<file path="config.mk">
export PLATFORM = sky130hd
export DESIGN_NAME = regbank_reader
export DESIGN_NICKNAME = d
export VERILOG_FILES = /design/src/rtl/regbank_reader.sv
export SDC_FILE = /design/constraint.sdc
export NUM_CORES = 1
export LEC_CHECK = 0
export ABC_AREA = 1
export CORE_AREA = 2 2 216 218
export DETAILED_ROUTE_END_ITERATION = 8
export DIE_AREA = 0 0 218 220
export GPL_ROUTABILITY_DRIVEN = 1
export PLACE_DENSITY = 0.49
export SYNTH_ARGS = -nofsm -noshare
export SYNTH_HDL_FRONTEND = slang
export SYNTH_SLANG_ARGS = --single-unit
export TNS_END_PERCENT = 5
</file>
<file path="constraint.sdc">
create_clock -name clk -period 2.3 [get_ports clk]
set_input_delay 0.23 -clock clk [delete_from_list [all_inputs] [get_ports clk]]
set_output_delay 0.23 -clock clk [all_outputs]
set_load 0.01 [all_outputs]
</file>
<file path="src/rtl/regbank_reader.sv">
// rtl/regbank_reader.sv - burst read responder for the GPU control register bank
// Optional shadow snapshot of the bank per burst: REGBANK_READER_SNAPSHOT_EN
module regbank_reader #(
  parameter int WIDTH = 32,
  parameter int NREGS = 16,
  parameter int AW    = 4,
  parameter int LENW  = 4
) (
  input  logic                   clk,
  input  logic                   reset,
  input  logic [WIDTH*NREGS-1:0] regs_flat,
  input  logic                   req_valid,
  output logic                   req_ready,
  input  logic [AW-1:0]          req_addr,
  input  logic [LENW-1:0]        req_len,
  output logic                   rsp_valid,
  input  logic                   rsp_ready,
  output logic [WIDTH-1:0]       rsp_data,
  output logic                   rsp_last,
  output logic                   rsp_err,
  output logic                   busy
);

  typedef enum logic {IDLE, RESP} state_t;

  localparam int NSLOTS = 2 ** AW;
  localparam logic [AW:0] NREGS_LIM = (AW + 1)'(NREGS);

  state_t          state, state_next;
  logic [AW-1:0]   cur_addr;
  logic [LENW-1:0] remain;

  logic            accept;
  logic            load;
  logic [AW-1:0]   load_addr;
  logic [LENW-1:0] load_remain;
  logic [WIDTH-1:0] load_word;
  logic            load_err;

  // Full 2^AW view of the bank; slots past NREGS read as zero.
  logic [WIDTH-1:0] live [NSLOTS];
  for (genvar i = 0; i < NSLOTS; i++) begin : g_live
    if (i < NREGS) begin : g_reg
      assign live[i] = regs_flat[i*WIDTH +: WIDTH];
    end else begin : g_pad
      assign live[i] = '0;
    end
  end

`ifdef REGBANK_READER_SNAPSHOT_EN
  logic [WIDTH-1:0] shadow [NSLOTS];

  always_ff @(posedge clk) begin
    if (!reset) begin
      for (int i = 0; i < NSLOTS; i++) shadow[i] <= '0;
    end else if (accept) begin
      for (int i = 0; i < NSLOTS; i++) shadow[i] <= live[i];
    end
  end

  // First beat loads on the accept edge, before the shadow holds the copy.
  assign load_word = (state == RESP) ? shadow[load_addr] : live[load_addr];
`else
  assign load_word = live[load_addr];
`endif

  assign load_err  = {1'b0, load_addr} >= NREGS_LIM;
  assign req_ready = (state == IDLE);
  assign rsp_valid = (state == RESP);
  assign busy      = (state == RESP);

  always_comb begin
    state_next  = state;
    accept      = 1'b0;
    load        = 1'b0;
    load_addr   = cur_addr;
    load_remain = remain;
    case (state)
      IDLE: begin
        if (req_valid) begin
          accept      = 1'b1;
          load        = 1'b1;
          load_addr   = req_addr;
          load_remain = req_len;
          state_next  = RESP;
        end
      end
      RESP: begin
        if (rsp_ready) begin
          if (rsp_last) begin
            state_next = IDLE;
          end else begin
            load        = 1'b1;
            load_addr   = cur_addr + AW'(1);
            load_remain = remain - LENW'(1);
          end
        end
      end
      default: state_next = IDLE;
    endcase
  end

  always_ff @(posedge clk) begin
    if (!reset) begin
      state <= IDLE;
    end else begin
      state <= state_next;
    end
  end

  always_ff @(posedge clk) begin
    if (!reset) begin
      cur_addr <= '0;
      remain   <= '0;
      rsp_data <= '0;
      rsp_last <= 1'b0;
      rsp_err  <= 1'b0;
    end else if (load) begin
      cur_addr <= load_addr;
      remain   <= load_remain;
      rsp_data <= load_err ? '0 : load_word;
      rsp_last <= (load_remain == '0);
      rsp_err  <= load_err;
    end
  end

endmodule

</file>
# Yosys cells after proc, flatten, opt, wreduce, memory -nomap -nowiden
# Cells that the tools add are included.
word_totals:
  romBits: 0
  ramBits: 0
  latchBits: 0
  out_inout_bits: 37
  memories: 0
  reg_bits: 42
  word_cells: 28
  inputBits: 524
classes:
  bitwise_logic: 2
  n_reduce_logical: 1
  add_sub_neg: 2
  n_mul: 0
  div: 0
  muxes: 17
  shift: 0
  eq_ne: 0
  n_lt_le_gt_ge: 1
ops:
  columns: ["op", "n"]
  rows:
  - ["$bmux 32 s4", 1]
  - ["$mux 32", 2]
  - ["$mux 4", 6]
  - ["$pmux 4 s2", 2]
  - ["$ge 5x5->1 const B", 1]
  - ["$not 4->5", 1]
  - ["$add 4x1->4 const B", 1]
  - ["$logic_not 4->1", 1]
  - ["$mux 1", 4]
  - ["$pmux 1 s2", 2]
  - ["$sub 4x1->4 const B", 1]
  - ["$not 1->1", 1]

# Logic depth before layout (Yosys ltp)
# Gate-level depths: netlist of the first run.
depth:
  depth_word: 8
  ltp_mapped: 14
  depth_no_buf: 12

# Worst setup path after synthesis of the first run
# OpenSTA, ideal clock, no wires.
synth_timing:
  path_kind: "reg-to-reg"
  from: "reg state (netlist: busy)"
  to: "reg rsp_data[2]"
  synth_period_minus_slack_ns: 1.691
  arrival_time_ns: 1.571
  setup_slack_ns: 0.609
  stages_incl_launch_ff: 12
  path_buffers: 2
  required_time_ns: 2.181
  setup_time_ns: 0.119
  path_cell_list: "dfxtp_1 -> inv_1 -> nand3_1 -> nand2_2 -> inv_2 -> buf_4 -> buf_2 -> nand2_1 -> nand3_1 -> nand3_1 -> nand3_1 -> a21oi_1"
synth_between:
  elab_chain_len: 6
  elab_cells_between_ends: 7
  cone_classes: "mux (5); bitwise (2)"
synth_rtl:
  columns: ["element", "line", "source"]
  rows:
  - ["start: declaration", "29", "state_t state, state_next;"]
  - ["start signal: assignment", "107", "state <= state_next;"]
  - ["$not 1->1 (*)", null, null]
  - ["net req_ready", "13", "output logic req_ready,"]
  - ["$pmux 4 s2", "78", "case (state)"]
  - ["$not 4->5 (not written as such)", "64", "assign load_word = live[load_addr];"]
  - ["$bmux 32 s4", "64", null]
  - ["$mux 32 (not written as such) (2 in series)", "64", null]
  - ["end signal: assignment", "121", "rsp_data <= load_err ? '0 : load_word;"]
  - ["end: declaration", "18", "output logic [WIDTH-1:0] rsp_data,"]
# Mark *: on every way through the listed nets, which the timed path passes. The rest lies on a longest branch. The select of a mux whose other input is x is not followed.
# A chain may end at the register's enable or synchronous reset.

# Worst setup path in the final report of the first run
layout_timing:
  from: "reg cur_addr[1]"
  to: "reg rsp_data[29]"
layout_between:
  elab_chain_len: 8
  elab_cells_between_ends: 9
  cone_classes: "add/sub (1); mux (7); bitwise (1)"
layout_rtl:
  columns: ["element", "line", "source"]
  rows:
  - ["start: declaration", "30", "logic [AW-1:0] cur_addr;"]
  - ["start signal: assignment", "119", "cur_addr <= load_addr;"]
  - ["$add 4x1->4", "94", "load_addr = cur_addr + AW'(1);"]
  - ["$mux 4", "90", "if (rsp_last) begin"]
  - ["$mux 4", "89", "if (rsp_ready) begin"]
  - ["$pmux 4 s2 (*)", "78", null]
  - ["$not 4->5 (not written as such) (*)", "64", null]
  - ["$bmux 32 s4 (*)", "64", null]
  - ["$mux 32 (not written as such) (*) (2 in series)", "64", null]
# Every way passes the cells marked *; elsewhere a longest branch is shown, timed or not. The select of a mux whose other input is x is not followed.

==> key figures, run 1 <==
Timing
  • Fin crit share: 93.8%
  • Fin Hold WS: 479 ps
  • # setup viols final: 0
  • F_max: 464 MHz
  • Clock Skew: 8.25 ps
  • Unrepaired setup endpoints after global routing: no
  • Slew Viols, Final: 0
  • Worst slew pin tran: 535 ps
  • Final min period: 2160 ps
  • Max-slew headroom: 64.3%
  • Final Hold Fails: 0

Synth
  • Synth top area share: 25.3%
  • Mapped Area: 0.00823 sq mm
  • Yosys reg bits: 42
  • Synthesized area per cell: 4.91 sq um
  • Primary FF master, synth: dfxtp_1
  • Most common cell in the netlist: inv_1
  • Syn Nets: 2201
  • Top cells by area, synth: nand3_1 (25%), inv_1 (20%), nand2_1 (18%)
  • Distinct cells, synth: 26
  • Cells after Synth: 1675
  • Yosys Warn Count: 0
  • Area leader, netlist: nand3_1
  • Sequential area share after synthesis: 10.2%
  • Post-synth ARST share: 0%
  • Post-synth EDFFs: 0
  • Synth top cells by count: inv_1 (430), nand3_1 (415), nand2_1 (403)

Die
  • Die height: 220 um
  • Overall die width: 218 um
  • Row cnt: 79
  • Effective utilization at floorplan: 17.9%
  • Core footprint: 0.0459 sq mm
  • Num ports: 561
  • Die area: 0.0480 sq mm

Setup path
  • CP Max Fanout: 29
  • CP Launch Type: register
  • CP endpoint kind: register
  • CP Buf/Inv Count: 3
  • CP Depth: 12
  • Largest stage delay, worst path: 400 ps
  • R2R depth: 12
  • CP cell instances: ha_1, nand2_1, nand3_2, nand2_8, buf_12, buf_12, buf_4, a21oi_1, o21ai_0, nand3_1, nand2_1, a21oi_1
  • Req. time, crit path: 2500 ps
  • Critical path type: register to register
  • Family with the most delay on the worst path: buffers and inverters
  • Data arrival time of the worst path: 2350 ps
  • Worst path slowest cell: dfxtp_1

Global routing
  • Antenna violations before repair: 1
  • Pin count of the biggest net entering global routing: 51
  • First-pass GRT wire length: 72500 um
  • Vias in the first global route: 12449
  • Grt ovf: 0
  • GRT Total Usage: 19.7%

Power
  • Leakage power total: 7.75 nW
  • Overall Power: 0.00618 W
  • Pwr dens: 403 mW/mm^2
  • Worst vdd ir: 0.205 mV

Route
  • Routed wire length per instance: 17.4 um
  • Vias per inst: 4.38
  • Via count: 12409
  • Final ANT Viol Nets: 0
  • DRT iter0 DRCs: 683
  • TritonRoute pass-1 iters: 7
  • DRC viols: 0
  • Total wire length: 49100 um

Clock tree
  • Clk Latency, worst-skew pair: 300 ps
  • Clock buffer depth: 2
  • Root Driver: clkbuf_16
  • Post-CTS Setup Bufs: 0
  • # hold bufs at CTS: 0
  • CTS tree: done
  • CTS sink cnt: 42
  • H-tree depth: 2
  • Clk slew on worst S/H paths: 70 ps
  • Cts bufs inserted: 5

Min path
  • WHS Path Cells: 4
  • Worst hold path type: primary input to register

Cells and area
  • Register area: 843 sq um
  • Number of fill cells: 5115
  • Area of the multi-input gates: 0.00516 sq mm
  • Share of layout cells above drive strength 1: 6.48%
  • Nets: 2747
  • Area grow syn2layout: 86.1%

Place
  • Post-detail-place hpwl: 40600 um
  • Port Buffers: 559
  • Placer Congestion: 0.900

Status
  • Outcome: finished clean

Job
  • MaxCap Viol Count: 0
state kept, by name, summed over array words and instances (netlist names):
name and cells:
busy 1, rsp_data 32, rsp_last 1, cur_addr 4
remain 4
routing by layer:
metal / vias to the layer above / wire [um] / track usage (%) / part of all wire, %
met5: - / 0 / 0 / 0
met1: 5647 / 19400 / 22.8 / 40
met4: 0 / 1350 / 5.51 / 2.8
met3: 50 / 2850 / 3.26 / 5.8
li1: 6286 / - / - / -
met2: 426 / 25500 / 36.9 / 52
kinds of logic after synthesis:
logic type,Yosys count,share of synthesized area (%)
AND/OR/NAND/NOR,852,46.6
buffers and inverters,562,27.7
AO/OA/AOI/OAI,216,15.1
flip-flops,42,10.2
adder cells (fa/ha/maj),2,0.304
other,1,0.0456
cells in the final DEF (no fill, tap or decap), drive strengths merged, types with 6 or more instances in the layout:
master,synthesis,layout
clkdlybuf4s50,0,557
inv,436,435
o211ai,64,64
nor2,15,15
dfxtp,42,42
o21ai,78,78
clkbuf,31,6
nand2,407,407
buf,94,105
a21oi,74,74
nand3,427,427
area by class of cell:
class,instances,area share [%]
Antenna cell,1,0.0163
Clock buffer,6,0.907
Clock inverter,2,0.0817
Inverter,437,10.7
Multi-Input combinational cell,1071,33.7
Sequential cell,42,5.51
Tap cell,607,4.96
Timing Repair Buffer,664,44.1
final timing paths:
path | slack [ps] | end | startpoint
max | 140 | rsp_data[29]$_SDFFE_PN0P_ | cur_addr[1]$_SDFFE_PN0P_
min | 480 | busy$_SDFF_PN0_ | rsp_ready
max reg2reg | 140 | rsp_data[29]$_SDFFE_PN0P_ | cur_addr[1]$_SDFFE_PN0P_
min reg2reg | 530 | rsp_last$_SDFFE_PN0P_ | rsp_last$_SDFFE_PN0P_
timing repair:
item                                    in CTS  in global routing
endpoints found under the setup margin       0                 14
endpoints found under the hold margin        0                  0
resized for setup                            0                  8
metrics by stage:
step,TNS [ps],instances,setup slack (ps),instance area (sq um),util [%]
after detailed placement,-4020,2821,-209,15100,33.0
final,0,2830,143,15300,33.4
after global routing,0,2830,35.0,15300,33.4
after global placement,-3490,2821,-224,15100,33.0
after floorplan,0,1675,609,8230,-
after CTS,0,2829,79.2,15300,33.3
worst min-delay path, delay by kind of cell:
kind,cells,cell delay [ps]
buffers and inverters,2,290
AO/OA/AOI/OAI,2,220
power breakdown:
group / switching (W) / total (W) / internal [W]
clock network: 0.000357 / 0.000789 / 0.000432
registers: 0.0000655 / 0.000896 / 0.000831
logic: 0.00232 / 0.00449 / 0.00217
Note: power is estimated with default switching activity, not from simulation.
==> run 2: changes to the inputs <==
CORE_AREA = 2 2 220 222   (was 2 2 216 218)
DIE_AREA = 0 0 222 224   (was 0 0 218 220)
HOLD_SLACK_MARGIN = 0.08   (was not set)
PLACE_DENSITY = 0.47   (was 0.49)
clock period = 2.6 ns   (was 2.3 ns; I/O delays follow)
==> run 2 against run 1 <==
Effect of this change: the flow now finishes with violations (design-rule violations); clock-buffer cell count shrank 1; core utilization shrank 1.9 points; combinational power shrank 16%; register-to-register slack gained 190 ps.
==> key figures, run 2 (synthesized netlist as in run 1, its figures left out) <==
Setup path
  • CP Max Fanout: 32
  • Largest stage delay, worst path: 610 ps
  • Crit path capture: rsp_data[1]$_SDFFE_PN0P_
  • Data arrival time of the worst path: 2580 ps
  • Worst setup path startpoint: rsp_ready
  • RR Startpoint: rsp_last$_SDFFE_PN0P_
  • CP cell instances: clkdlybuf4s50_1, nand2_4, buf_4, nand2_1, nand3_2, nand2_8, buf_12, buf_12, nand3_1, nand3_1, nand2_1, nand2_1, nand2_1, a21oi_1
  • RR Endpoint: rsp_data[18]$_SDFFE_PN0P_
  • R2R depth: 15
  • Req. time, crit path: 2840 ps
  • Most used cell, CP: nand2_1
  • CP endpoint kind: register
  • Critical path type: primary input to register
  • CP Launch Type: primary input
  • R2R Setup Slk: 330 ps
  • Worst path slowest cell: clkdlybuf4s50_1

Clock tree
  • Post-CTS Setup Bufs: 0
  • Clock buffer depth: 2
  • H-tree depth: 2
  • CTS tree: done
  • Root Driver: clkbuf_16
  • Clk Latency, worst-skew pair: 310 ps
  • Clk slew on worst S/H paths: 70 ps
  • CTS sink cnt: 42
  • Cts bufs inserted: 5

Global routing
  • Pin count of the biggest net entering global routing: 75
  • Grt ovf: 0
  • GRT Total Usage: 19.4%
  • First-pass GRT wire length: 73800 um
  • Vias in the first global route: 12242
  • Antenna violations before repair: 5

Route
  • DRT iter0 DRCs: 690
  • Final ANT Viol Nets: 0
  • Routed wire length per instance: 18.0 um
  • Via count: 12354
  • Vias per inst: 4.43
  • DRC viols: 1
  • Total wire length: 50100 um
  • TritonRoute pass-1 iters: 7

Power
  • Clock share of power: 13.5%
  • Overall Power: 0.00529 W
  • Net Sw Power: 0.00242 W
  • Leakage power total: 7.47 nW
  • Sw Ratio: 45.8%
  • Comb pwr share: 71.4%
  • Sequential share of power: 15.1%
  • Internal: 0.00286 W
  • Pwr dens: 355 mW/mm^2
  • Worst vdd ir: 0.213 mV

Status
  • Outcome: finished, violations left
  • Failing checks: design-rule violations

Timing
  • F_max: 427 MHz
  • Clock Skew: 6.49 ps
  • Final min period: 2340 ps
  • # setup viols final: 0
  • Final Hold Fails: 0
  • Max-slew headroom: 66.8%
  • Worst slew pin tran: 496 ps
  • Unrepaired setup endpoints after global routing: no
  • Slew Viols, Final: 0
  • Fin Hold WS: 547 ps
  • Fin crit share: 90.0%

Place
  • Post-detail-place hpwl: 40200 um
  • Placer Congestion: 0.897
  • Placed inst area: 0.0147 sq mm
  • Placed cells: 2780
  • Port Buffers: 559

Die
  • Num ports: 561
  • Row cnt: 80
  • Effective utilization at floorplan: 17.4%
  • Die height: 224 um
  • Overall die width: 222 um
  • Core footprint: 0.0473 sq mm
  • Die area: 0.0497 sq mm

Cells and area
  • Share of layout cells above drive strength 1: 4.19%
  • Cell Count, Final, Fillers Out: 2789
  • Most common cell after layout, fill and taps aside: clkdlybuf4s50_1
  • Nets: 2698
  • Biggest register: rsp_data
  • Fin util: 31.4%
  • Area grow syn2layout: 80.9%
  • Max FFs per register: 32
  • Design area: 0.0149 sq mm
  • Regs by FF count: rsp_data: 32 flops, cur_addr: 4 flops, remain: 4 flops
  • Number of fill cells: 5343
  • Leading cell types in the layout, fill and taps excluded: clkdlybuf4s50_1 (559), inv_1 (430), nand3_1 (414)

Min path
  • WHS Path Cells: 2
  • Worst hold path type: register to register

Job
  • MaxCap Viol Count: 0
-- run 2: repair_timing --
action,4_1_cts,5_1_grt
setup endpoints to repair,0,1
resized for setup,0,1
hold buffers,0,0
endpoints found under the hold margin,0,0
-- run 2: how the worst min path moves through the flow --
stage | startpoint | to | slack [ps]
global route | rsp_data[28]$_SDFFE_PN0P_ | rsp_data[28]$_SDFFE_PN0P_ | 570
CTS | rsp_data[24]$_SDFFE_PN0P_ | rsp_data[24]$_SDFFE_PN0P_ | 550
floorplan | reset | rsp_data[0]$_SDFFE_PN0P_ | 400
global placement | rsp_data[0]$_SDFFE_PN0P_ | rsp_data[0]$_SDFFE_PN0P_ | 520
finish | rsp_data[27]$_SDFFE_PN0P_ | rsp_data[27]$_SDFFE_PN0P_ | 550
detailed placement | rsp_data[24]$_SDFFE_PN0P_ | rsp_data[24]$_SDFFE_PN0P_ | 530
-- run 2: power groups by stage --
stage	Combinational (W)	Sequential, W	Clock, W
CTS	0.00385	0.000803	0.000763
detailed placement	0.00383	0.000815	0
finish	0.00377	0.000801	0.000713
floorplan	0.00187	0.000827	0
global route	0.00418	0.000812	0.000775
global placement	0.00383	0.000818	0
-- run 2: critical path, delay by kind of cell --
family | cells | cell delay (ps)
buffers and inverters | 4 | 1190
and+or+nand+nor | 9 | 950
AOI/OAI and AO/OA | 1 | 150
-- run 2: per-layer routing --
layer | track usage, % | wire, um | vias up
met2 | 35.4 | 25200 | 489
li1 | - | - | 6190
met4 | 7.04 | 1900 | 4
met1 | 22.1 | 19500 | 5601
met5 | 0 | 25 | -
met3 | 4.42 | 3380 | 70
-- run 2: layout make-up --
cell class | count | area, sq um | area share (%)
flip-flops and latches | 42 | 841 | 5.65
multi-input cells | 1071 | 5150 | 34.6
inverters | 437 | 1650 | 11.1
well taps | 615 | 769 | 5.17
clock buffers | 5 | 125 | 0.841
clock inverters | 3 | 26.3 | 0.177
repair buffers | 615 | 6320 | 42.4
diodes | 1 | 2.50 | 0.0168
-- run 2: stage by stage --
stage	TNS (ps)	setup slack (ps)
finish	0	260
global route	0	29.4
CTS	0	211
detailed placement	-401	-120
global placement	-204	-130
floorplan	0	909
